--- src/rtl/aes_pkg.sv ---
// Shared constants for the AES command sequencer: engine commands,
// sequencer state encoding and block geometry.
package aes_pkg;

  localparam int BLK_W     = 128;
  localparam int BLK_BYTES = 16;

  localparam logic [1:0] C_ID = 2'b00;
  localparam logic [1:0] C_SP = 2'b01;
  localparam logic [1:0] C_SK = 2'b10;
  localparam logic [1:0] C_ST = 2'b11;

  localparam logic [2:0] S_IDLE     = 3'd0;
  localparam logic [2:0] S_LOAD_PT  = 3'd1;
  localparam logic [2:0] S_LOAD_KEY = 3'd2;
  localparam logic [2:0] S_START    = 3'd3;
  localparam logic [2:0] S_RESP     = 3'd4;

  // Byte 0 is the most significant byte of the block.
  function automatic logic [7:0] blk_byte(
    input logic [BLK_W-1:0] v,
    input logic [3:0]       i
  );
    return v[(BLK_BYTES - 1 - int'(i)) * 8 +: 8];
  endfunction

endpackage

--- src/rtl/aes_rr_arb2.sv ---
// Two-way round-robin arbiter; one-hot grant, priority passes to the
// other requester whenever a grant is accepted.
module aes_rr_arb2 (
  input  logic       clk,
  input  logic       rst_,
  input  logic [1:0] req,
  input  logic       accept,
  output logic [1:0] gnt
);

  logic ptr_q;
  logic ptr_d;

  always_comb begin
    if (req == 2'b11) gnt = ptr_q ? 2'b10 : 2'b01;
    else              gnt = req;
    ptr_d = ptr_q;
    if (accept) ptr_d = gnt[0];
  end

  always_ff @(posedge clk or negedge rst_) begin
    if (!rst_) ptr_q <= 1'b0;
    else       ptr_q <= ptr_d;
  end

endmodule

--- src/rtl/aes_cmd_sequencer.sv ---
// Shares the byte-serial aes_engine command port between two requesters;
// skips the key load when the engine already holds the requested key.
module aes_cmd_sequencer
  import aes_pkg::*;
#(
  parameter int TIMEOUT_CYCLES = 1024
) (
  input  logic             clk,
  input  logic             rst_,
  input  logic [1:0]       req_valid,
  output logic [1:0]       req_ready,
  input  logic [BLK_W-1:0] req0_pt,
  input  logic [BLK_W-1:0] req1_pt,
  input  logic [BLK_W-1:0] req0_key,
  input  logic [BLK_W-1:0] req1_key,
  output logic [1:0]       rsp_valid,
  output logic             rsp_err,
  output logic             busy,
  output logic             owner,
  output logic [7:0]       eng_din,
  output logic [1:0]       eng_cmd,
  input  logic             eng_ready,
  input  logic             eng_done
);

  localparam int TW = $clog2(TIMEOUT_CYCLES);
  localparam logic [TW-1:0] TMO_MAX = TW'(TIMEOUT_CYCLES - 1);

  logic [2:0]       state_q, state_d;
  logic [3:0]       cnt_q, cnt_d;
  logic [TW-1:0]    tmo_q, tmo_d;
  logic [BLK_W-1:0] pt_q, pt_d;
  logic [BLK_W-1:0] key_q, key_d;
  logic [BLK_W-1:0] kc_q, kc_d;
  logic             kc_vld_q, kc_vld_d;
  logic [1:0]       req_ready_q, req_ready_d;
  logic [1:0]       rsp_valid_q, rsp_valid_d;
  logic             rsp_err_q, rsp_err_d;
  logic             busy_q, busy_d;
  logic             owner_q, owner_d;
  logic [7:0]       din_q, din_d;
  logic [1:0]       cmd_q, cmd_d;
  logic [1:0]       gnt;
  logic             accept;
  logic [1:0]       rsp_vec;

  assign accept  = (state_q == S_IDLE) & eng_ready & (|req_valid);
  assign rsp_vec = owner_q ? 2'b10 : 2'b01;

  aes_rr_arb2 u_arb (
    .clk    (clk),
    .rst_   (rst_),
    .req    (req_valid),
    .accept (accept),
    .gnt    (gnt)
  );

  always_comb begin
    state_d     = state_q;
    cnt_d       = cnt_q;
    tmo_d       = tmo_q;
    pt_d        = pt_q;
    key_d       = key_q;
    kc_d        = kc_q;
    kc_vld_d    = kc_vld_q;
    owner_d     = owner_q;
    req_ready_d = 2'b00;
    rsp_valid_d = 2'b00;
    rsp_err_d   = 1'b0;
    cmd_d       = C_ID;
    din_d       = 8'h00;
    unique case (state_q)
      S_IDLE: begin
        if (accept) begin
          req_ready_d = gnt;
          owner_d     = gnt[1];
          pt_d        = gnt[1] ? req1_pt : req0_pt;
          key_d       = gnt[1] ? req1_key : req0_key;
          cnt_d       = 4'd0;
          state_d     = S_LOAD_PT;
        end
      end
      S_LOAD_PT: begin
        cmd_d = C_SP;
        din_d = blk_byte(pt_q, cnt_q);
        cnt_d = cnt_q + 4'd1;
        tmo_d = '0;
        if (cnt_q == 4'hF) begin
          if (kc_vld_q && (kc_q == key_q)) state_d = S_START;
          else                             state_d = S_LOAD_KEY;
        end
      end
      S_LOAD_KEY: begin
        cmd_d = C_SK;
        din_d = blk_byte(key_q, cnt_q);
        cnt_d = cnt_q + 4'd1;
        tmo_d = '0;
        if (cnt_q == 4'hF) begin
          kc_d     = key_q;
          kc_vld_d = 1'b1;
          state_d  = S_START;
        end
      end
      S_START: begin
        if (eng_done) begin
          rsp_valid_d = rsp_vec;
          state_d     = S_RESP;
        end else if (tmo_q == TMO_MAX) begin
          // Engine state is unknown after an abort; force a key reload.
          rsp_valid_d = rsp_vec;
          rsp_err_d   = 1'b1;
          kc_vld_d    = 1'b0;
          state_d     = S_RESP;
        end else begin
          cmd_d = C_ST;
          tmo_d = tmo_q + 1'b1;
        end
      end
      S_RESP: state_d = S_IDLE;
      default: state_d = S_IDLE;
    endcase
    busy_d = (state_d != S_IDLE);
  end

  always_ff @(posedge clk or negedge rst_) begin
    if (!rst_) begin
      state_q     <= S_IDLE;
      cnt_q       <= 4'd0;
      tmo_q       <= '0;
      pt_q        <= '0;
      key_q       <= '0;
      kc_q        <= '0;
      kc_vld_q    <= 1'b0;
      req_ready_q <= 2'b00;
      rsp_valid_q <= 2'b00;
      rsp_err_q   <= 1'b0;
      busy_q      <= 1'b0;
      owner_q     <= 1'b0;
      din_q       <= 8'h00;
      cmd_q       <= C_ID;
    end else begin
      state_q     <= state_d;
      cnt_q       <= cnt_d;
      tmo_q       <= tmo_d;
      pt_q        <= pt_d;
      key_q       <= key_d;
      kc_q        <= kc_d;
      kc_vld_q    <= kc_vld_d;
      req_ready_q <= req_ready_d;
      rsp_valid_q <= rsp_valid_d;
      rsp_err_q   <= rsp_err_d;
      busy_q      <= busy_d;
      owner_q     <= owner_d;
      din_q       <= din_d;
      cmd_q       <= cmd_d;
    end
  end

  assign req_ready = req_ready_q;
  assign rsp_valid = rsp_valid_q;
  assign rsp_err   = rsp_err_q;
  assign busy      = busy_q;
  assign owner     = owner_q;
  assign eng_din   = din_q;
  assign eng_cmd   = cmd_q;

endmodule

--- config.mk ---
export PLATFORM = sky130hd
export DESIGN_NAME = aes_cmd_sequencer
export DESIGN_NICKNAME = d
export VERILOG_FILES = /design/src/rtl/aes_pkg.sv /design/src/rtl/aes_rr_arb2.sv /design/src/rtl/aes_cmd_sequencer.sv
export SDC_FILE = /design/constraint.sdc
export NUM_CORES = 1
export LEC_CHECK = 0
export CAP_MARGIN = 20
export CORE_MARGIN = 2
export CORE_UTILIZATION = 30
export CTS_CLUSTER_DIAMETER = 30
export DETAILED_ROUTE_END_ITERATION = 10
export PLACE_DENSITY = 0.64
export SYNTH_ARGS = -nofsm -noshare
export SYNTH_HDL_FRONTEND = slang
export SYNTH_SLANG_ARGS = --single-unit
--- constraint.sdc ---
create_clock -name clk -period 3.3 [get_ports clk]
set_clock_uncertainty 0.1 [all_clocks]
set_input_delay 0.825 -clock clk [delete_from_list [all_inputs] [get_ports clk]]
set_output_delay 0.825 -clock clk [all_outputs]
set_load 0.01 [all_outputs]
# == After elaboration in Yosys (flattened, before gate mapping) ==
# Cells that the tools add are included.
# totals
latchBits,0
elab_cells,80
register_bits,420
mem_count,0
rom_bits,0
input_bits,518
ramBits,0
# classes
div,0
n_addsub,3
n_bitwise,2
reduce_logical,13
mul,0
order_cmp,0
eq_ne,12
shift,2
muxes,33
# ops
op,count
$mux 128,2
$shiftx 128x8->8,2
$eq 128x128->1,1
$mux 10,2
$mux 2,10
$pmux 10 s2,1
$pmux 8 s2,1
$mux 3,5
$pmux 3 s4,1
$add 10x1->10 const B,1
$eq 10x10->1 const B,1
$ne 2x2->1 const B,5
$pmux 4 s2,1
$mux 1,7
$eq 3x2->1 const B,2
$pmux 2 s3,1
$reduce_and 2->1,3
$reduce_bool 2->1,3
$sub 4x4->5 const A,1
$add 4x1->4 const B,1
$eq 4x4->1 const B,1
$mux 4,1
$reduce_and 4->1,1
$reduce_or 2->1,2
8 further kinds,9

# == Logic depth before layout (Yosys ltp) ==
# Gate-level depths: netlist (run 1).
# depth
depth_word,6
depth_mapped,11

# == Cells and area by module ==
# From an unflattened synthesis (run 1), not the netlist that was laid out.
# hier_totals
hier_cells,1917
area_unflattened_um2,21331.7
# by_module_without_submodules
module,seq_area_each_um2,n_inst,cells_per_inst,area_each_um2
aes_cmd_sequencer,10485.1,1,1912,21269.1
aes_rr_arb2,25.0,1,5,62.6

# == Worst setup path after synthesis (run 1) ==
# OpenSTA, ideal clock, no wires.
# synth_timing
path_kind,input-to-reg
start,in req_valid[1]
end,reg key_q[0]
cell_stages,6
arrival_ns,2.164
path_slack_ns,0.903
cell_sequence,a21boi_0 -> clkbuf_1 -> clkbuf_1 -> clkbuf_1 -> mux2i_1 -> o21ai_0
# synth_via
elab_chain_cells,3
word_cells_on_any_way,6
cone_classes,1 x eq/ne; 2 x mux; 1 x bitwise; 2 x reduce/logical
# synth_rtl
element,line,source
from (decl),aes_cmd_sequencer.sv:10,"input logic [1:0] req_valid,"
$eq 2x2->1 or $reduce_or 2->1 (tied branches),"aes_rr_arb2.sv:15, aes_cmd_sequencer.sv:47",
$mux 2 or $and 1x1->1 (tied branches),"aes_rr_arb2.sv:15, aes_cmd_sequencer.sv:47",
$mux 128 or $reduce_and 2->1 (tied branches),-,
to (signal assigned),aes_cmd_sequencer.sv:146,key_q <= key_d;
to (decl),aes_cmd_sequencer.sv:33,"logic [BLK_W-1:0] key_q, key_d;"
# Several ways; a longest one is shown, not always the timed one.
# A chain may end at the register's enable or synchronous reset.

# == Worst setup path in the final report (run 1) ==
# layout_timing
start,reg state_q[2]
end,"reg din_q[2], in the netlist eng_din[2]"
# layout_via
elab_chain_cells,2
word_cells_on_any_way,3
cone_classes,2 x eq/ne; 1 x mux
# layout_rtl
element,line,source
from (decl),aes_cmd_sequencer.sv:29,"logic [2:0] state_q, state_d;"
from (signal assigned),aes_cmd_sequencer.sv:142,state_q <= state_d;
$eq 3x2->1 or $eq 3x1->1 (tied branches),aes_cmd_sequencer.sv:72,unique case (state_q)
$pmux 8 s2 (*),aes_cmd_sequencer.sv:72,
net din_d[2],aes_cmd_sequencer.sv:41,"logic [7:0] din_q, din_d;"
to (signal assigned),aes_cmd_sequencer.sv:154,din_q <= din_d;
to (decl),aes_cmd_sequencer.sv:41,
# Mark *: on every way through the listed nets, which the timed path passes. The rest lies on a longest branch.

==> run metrics, run 1 <==
Final Max Tran Viols 0; vias post-DR approximately 17000; root buf cell clkbuf_16; # resized after CTS 0; IO buf count between 500 and 600; TritonCTS clock tree yes; WP data required about 3.7 ns; status finished clean; CORE AREA approximately 70000 µm²; PwrDens 854 nW/µm²; Cells after Synth ~2000; die height 271 µm; GR Util All Layers between 20% and 30%; WL final 79.7 mm; num ports 535; share of cells above drive strength 1 approximately 16%; Critical Path Fanout Max 37; global-route wire length before repair 118 mm; Synth top area share between 40% and 50%; fin crit share 86.2%; number of cell rows 97; P_int approximately 18 mW; Ys Warns 0; Distinct cells, synth 53; number of global-route vias before repair around 19000; Pwr Total roughly 27 mW; peak supply drop about 0.00037 V; Chip Width roughly 270 µm; Max Fclk roughly 350 MHz; clock tree buffer depth 3; Leakage 14.2 nW; netlist area before placement approximately 21000 µm²; final net count ~3000; drt wl/cell ~22 µm; WP buf/inv 1; die area around 73000 µm²; syn_area_per_cell around 11 µm²; CP Launch Type flip-flop; CP arrival roughly 3.3 ns; Synth area leader dfrtp_1; Tmin final roughly 2.8 ns; CTS hold repair buffers 0; Worst Hold Class primary input to asynchronous set/reset pin; Synth Register Bits 420; global route total overflow 0; initial antenna violation count 3; Switching Power slightly above 9 mW; worst skew pair latency 0.64 ns; final setup TNS 0 ns; initial core utilization a little under a third; crit path max-delay cell type mux4_2; largest net degree at the start of global routing around 160; Worst setup EP type flip-flop; RSZ-0062 raised after global routing no; total setup buffers inserted after CTS 0; most numerous cell in the Yosys netlist dfrtp_1; Max Cap Viol 0; dpl hpwl about 62 mm; drt drc 0; CTS H-tree lvls 3; Synth Flop Type dfrtp_1; Antenna Cells 0; Commonest cells post-synth 420 x dfrtp_1, 307 x nand2_1, 305 x o21ai_0; clock-pin slew on the worst setup and hold paths about 0.04 ns; Largest delay share family, worst path compound AO/OA/AOI/OAI gates; Seq/Total Area, Yosys around half; Num CTS Buffers between 100 and 150; Slew HR 42.6%; clk sinks 420; Final Hold Vio Count 0; worst path cell trace or3b_4 > buf_12 > mux4_2 > o221ai_1 > o21ai_0 > a21o_1; first-pass iteration count of the detailed router 5; initial DRC count 1103; sequential power share between 30% and 40%; area grow syn2layout 49.5%; largest cells by area after synthesis dfrtp_1 49%, mux2i_1 13%, o21ai_0 7.1%, mux4_2 5.9%, nand2_1 5.4%; drt via density 4.88; post-route ant nets 0; FFs w/ async S/R, synth 100%; Sw Ratio between 30% and 40%; Combinational Power Share 28.1%; GPL Wtd Cong ~0.9; Setup violations, final 0; share of power burned in the clock network about two fifths; Syn Nets ~2500; EDFF count, synth 0; critical path class flip-flop to flip-flop; Worst Tran Pin Value 0.854 ns; max incr delay on CP around 0.52 ns
-- layout make-up --
class | instances | area, µm²
Timing Repair Buffer | 619 | 6210
Sequential cell | 420 | 10500
Fill cell | 6390 | 38300
Inverter | 63 | 236
Clock inverter | 51 | 753
Tap cell | 940 | 1180
Clock buffer | 141 | 3030
Multi-Input combinational cell | 1354 | 10100
-- power by group through the flow --
stage | Clock, mW | Combinational (mW) | Sequential [mW]
global route | 11.3 | 8.39 | 9.01
detailed placement | 0 | 7.67 | 8.89
finish | 10.8 | 7.69 | 8.82
global placement | 0 | 7.55 | 8.84
floorplan | 0 | 4.46 | 7.79
CTS | 11.0 | 7.72 | 8.84
-- layout by cell type (no fill, tap or decap), drive strengths merged, types with 27 or more instances in the layout --
| cell type | netlist | layout |
|---|---|---|
| mux4 | 56 | 56 |
| o22ai | 27 | 27 |
| nand2 | 307 | 307 |
| xnor2 | 37 | 37 |
| mux2 | 93 | 93 |
| clkbuf | 97 | 141 |
| buf | 35 | 86 |
| mux2i | 286 | 286 |
| o21ai | 308 | 308 |
| inv | 63 | 68 |
| dfrtp | 420 | 420 |
| xor2 | 46 | 46 |
| clkdlybuf4s50 | 0 | 533 |
-- routing by layer --
metal	GRT usage, %	part of all wire (%)	vias up
met5	0	0.033	-
met4	6.07	2.4	4
met3	4.62	6.0	108
met2	36.4	49	618
met1	27.7	42	8543
li1	-	-	8225
-- final timing paths --
path                       slack (ns)    endpoint  cells after the start       start
max                              0.45  eng_din[2]                      6  state_q[2]
min                              0.11  key_q[126]                      1        rst_
max reg2reg                      0.45  eng_din[2]                      6  state_q[2]
min reg2reg                      0.37    pt_q[36]                      2    pt_q[36]
max in group asynchronous        2.17    kc_q[43]                      2        rst_
min in group clk                 0.37    pt_q[36]                      2    pt_q[36]
-- sequential cells by signal (all words and copies together), names as in the netlist --
signal       count
u_arb.ptr_q      1
kc_vld_q         1
eng_din          8
state_q          3
cnt_q            4
rsp_valid        2
key_q          128
tmo_q           10
eng_cmd          2
pt_q           128
kc_q           128
owner            1
busy             1
rsp_err          1
req_ready        2
-- cells by family after synthesis --
group                      after synthesis  synth area share [%]
muxes                                  435                  24.2
xor gates and xnor gates                83                  3.40
buffers and inverters                  195                  3.91
and+or+nand+nor                        434                  8.80
AOI/OAI and AO/OA                      400                  10.5
DFF                                    420                  49.1
adders and majority gates                2                 0.117
-- through the flow --
stage,cells,util [%],hold WS (ns),cell area [µm²],worst slack (ns)
final,3588,45.5,0.114,32000,0.455
after global placement,3396,40.2,0.357,28200,0.0718
after detailed placement,3396,40.2,0.366,28200,0.0538
after global routing,3588,45.5,0.143,32000,0.418
after CTS,3588,45.5,0.139,32000,0.575
after floorplan,1969,-,0.345,21400,0.903
(Power assumes the default switching activity.)
==> inputs of run 2 (changes only) <==
--- a/config.mk
+++ b/config.mk
@@ -10,7 +10,8 @@
 export CORE_UTILIZATION = 30
 export CTS_CLUSTER_DIAMETER = 30
 export DETAILED_ROUTE_END_ITERATION = 10
-export PLACE_DENSITY = 0.64
+export PLACE_DENSITY_LB_ADDON = 0.3
+export RECOVER_POWER = 50
 export SYNTH_ARGS = -nofsm -noshare
 export SYNTH_HDL_FRONTEND = slang
 export SYNTH_SLANG_ARGS = --single-unit
==> run 2 against run 1 <==
  * The run now ends with max-capacitance violations, max-slew violations left
  * Global-route usage is 0.37 points lower
  * Via count is 0.55% higher
  * Clock power is 6% higher
  * Wire length is 0.58% lower
  * Sequential power hardly changed
==> run metrics, run 2 (synthesis gave the netlist of run 1 again) <==
final net count between 3000 and 4000; number of global-route vias before repair around 18000; number of cell rows 97; RSZ-0062 raised after global routing no; CP Launch Type flip-flop; Fill cells ~6400; dpl hpwl around 62 mm; die area around 73000 µm²; Finished Layout Cells 3604; CORE AREA 70300 µm²; status finished, violations left; Final Hold Vio Count 0; fin crit share 91.4%; violated checks max-capacitance violations, max-slew violations; WL final just under 80 mm; # resized after CTS 0; TritonCTS clock tree yes; placed cells roughly 3400; initial antenna violation count 6; peak supply drop about 0.00057 V; CP arrival roughly 3.5 ns; die height 271 µm; Chip Width between 200 and 300 µm; Finished Core Util ~46%; CTS H-tree lvls 3; Tmin final 3.02 ns; area grow syn2layout 50.8%; initial core utilization 30.5%; global route total overflow 0; critical path class flip-flop to flip-flop; drt wl/cell 22.0 µm; clock tree buffer depth 3; share of cells above drive strength 1 about 16%; global-route wire length before repair about 120 mm; CTS hold repair buffers 0; clk sinks between 400 and 500; dpl cell area between 20000 and 30000 µm²; worst skew pair latency 0.65 ns; drt via density between 4 and 5; total setup buffers inserted after CTS 0; clock-pin slew on the worst setup and hold paths ~0.05 ns; IO buf count roughly 530; Setup violations, final 0; initial DRC count 1129; post-route ant nets 0; Max Cap Viol 1; Critical Path Fanout Max 4; PwrDens 864 nW/µm²; Top Registers kc_q (128), key_q (128), pt_q (128); commonest cells after routing, fill and taps aside 532 x clkdlybuf4s50_1, 418 x dfrtp_1, 307 x nand2_1; commonest non-fill, non-tap cell in the layout clkdlybuf4s50_1; Final Max Tran Viols 64; Worst Hold Class flip-flop to flip-flop; Worst setup EP type flip-flop; Leakage 14.4 nW; first-pass iteration count of the detailed router 5; Worst Tran Pin Value 2.14 ns; root buf cell clkbuf_16; Max Fclk 332 MHz; vias post-DR ~18000; drt drc 0; WP data required about 3.8 ns; Num CTS Buffers 108; largest net degree at the start of global routing approximately 200; GR Util All Layers 21.2%; GPL Wtd Cong a little under 0.9; Slew HR -42.6%; num ports 535; Design Area, Final 32300 µm²; final setup TNS 0 ns
## run 2: worst paths after layout
path	end	slack [ns]	cells past startpoint	startpoint
min in group asynchronous	key_q[10]	0.68	1	rst_
hold / removal	rsp_valid[0]	0.37	1	owner
setup reg to reg	state_q[0]	0.28	7	key_q[107]
max in group asynchronous	key_q[30]	0.85	2	rst_
setup / recovery	state_q[0]	0.28	7	key_q[107]
hold reg to reg	rsp_valid[0]	0.37	1	owner
## run 2: layout make-up
type | instances | area (µm²) | share of cell area [%]
Sequential cell | 420 | 10500 | 32.6
Multi-Input combinational cell | 1354 | 10100 | 31.2
Timing Repair Buffer | 622 | 6230 | 19.3
Clock buffer | 136 | 3020 | 9.35
Tap cell | 940 | 1180 | 3.64
Clock inverter | 68 | 1010 | 3.14
Inverter | 63 | 236 | 0.733
Antenna cell | 1 | 2.50 | 0.00775
## run 2: per-stage QoR
stage | power, mW | hold slack (ns) | worst slack, ns
4_1_cts | 28.1 | 0.0739 | 0.385
2_1_floorplan | 12.3 | 0.345 | 0.903
3_3_place_gp | 16.3 | 0.358 | 0.211
3_5_place_dp | 16.5 | 0.365 | 0.139
5_1_grt | 29.2 | 0.398 | 0.175
6_report | 27.9 | 0.370 | 0.284
## run 2: report_power, final
group	total (mW)	internal (mW)	switching, mW
registers	8.83	6.78	2.05
logic	7.54	3.59	3.95
clock network	11.5	8.11	3.41
total	27.9	18.5	9.42
## run 2: routing by layer
metal / global-route usage, % / part of all wire (%) / vias up / wire length (µm)
li1: - / - / 8234 / -
met1: 27.0 / 42 / 8646 / 33500
met2: 35.4 / 49 / 594 / 38800
met3: 4.70 / 5.8 / 119 / 4610
met4: 7.03 / 2.9 / 2 / 2270
met5: 0 / 0.015 / - / 12
## run 2: worst max-delay path, cell delays in order, from the launching register on
cell	delay, ns
dfrtp_1	0.47
xor2_1	0.20
nor4_1	0.58
nand4_1	0.15
or4_1	0.53
nor4_1	0.60
buf_4	0.23
a21o_1	0.10
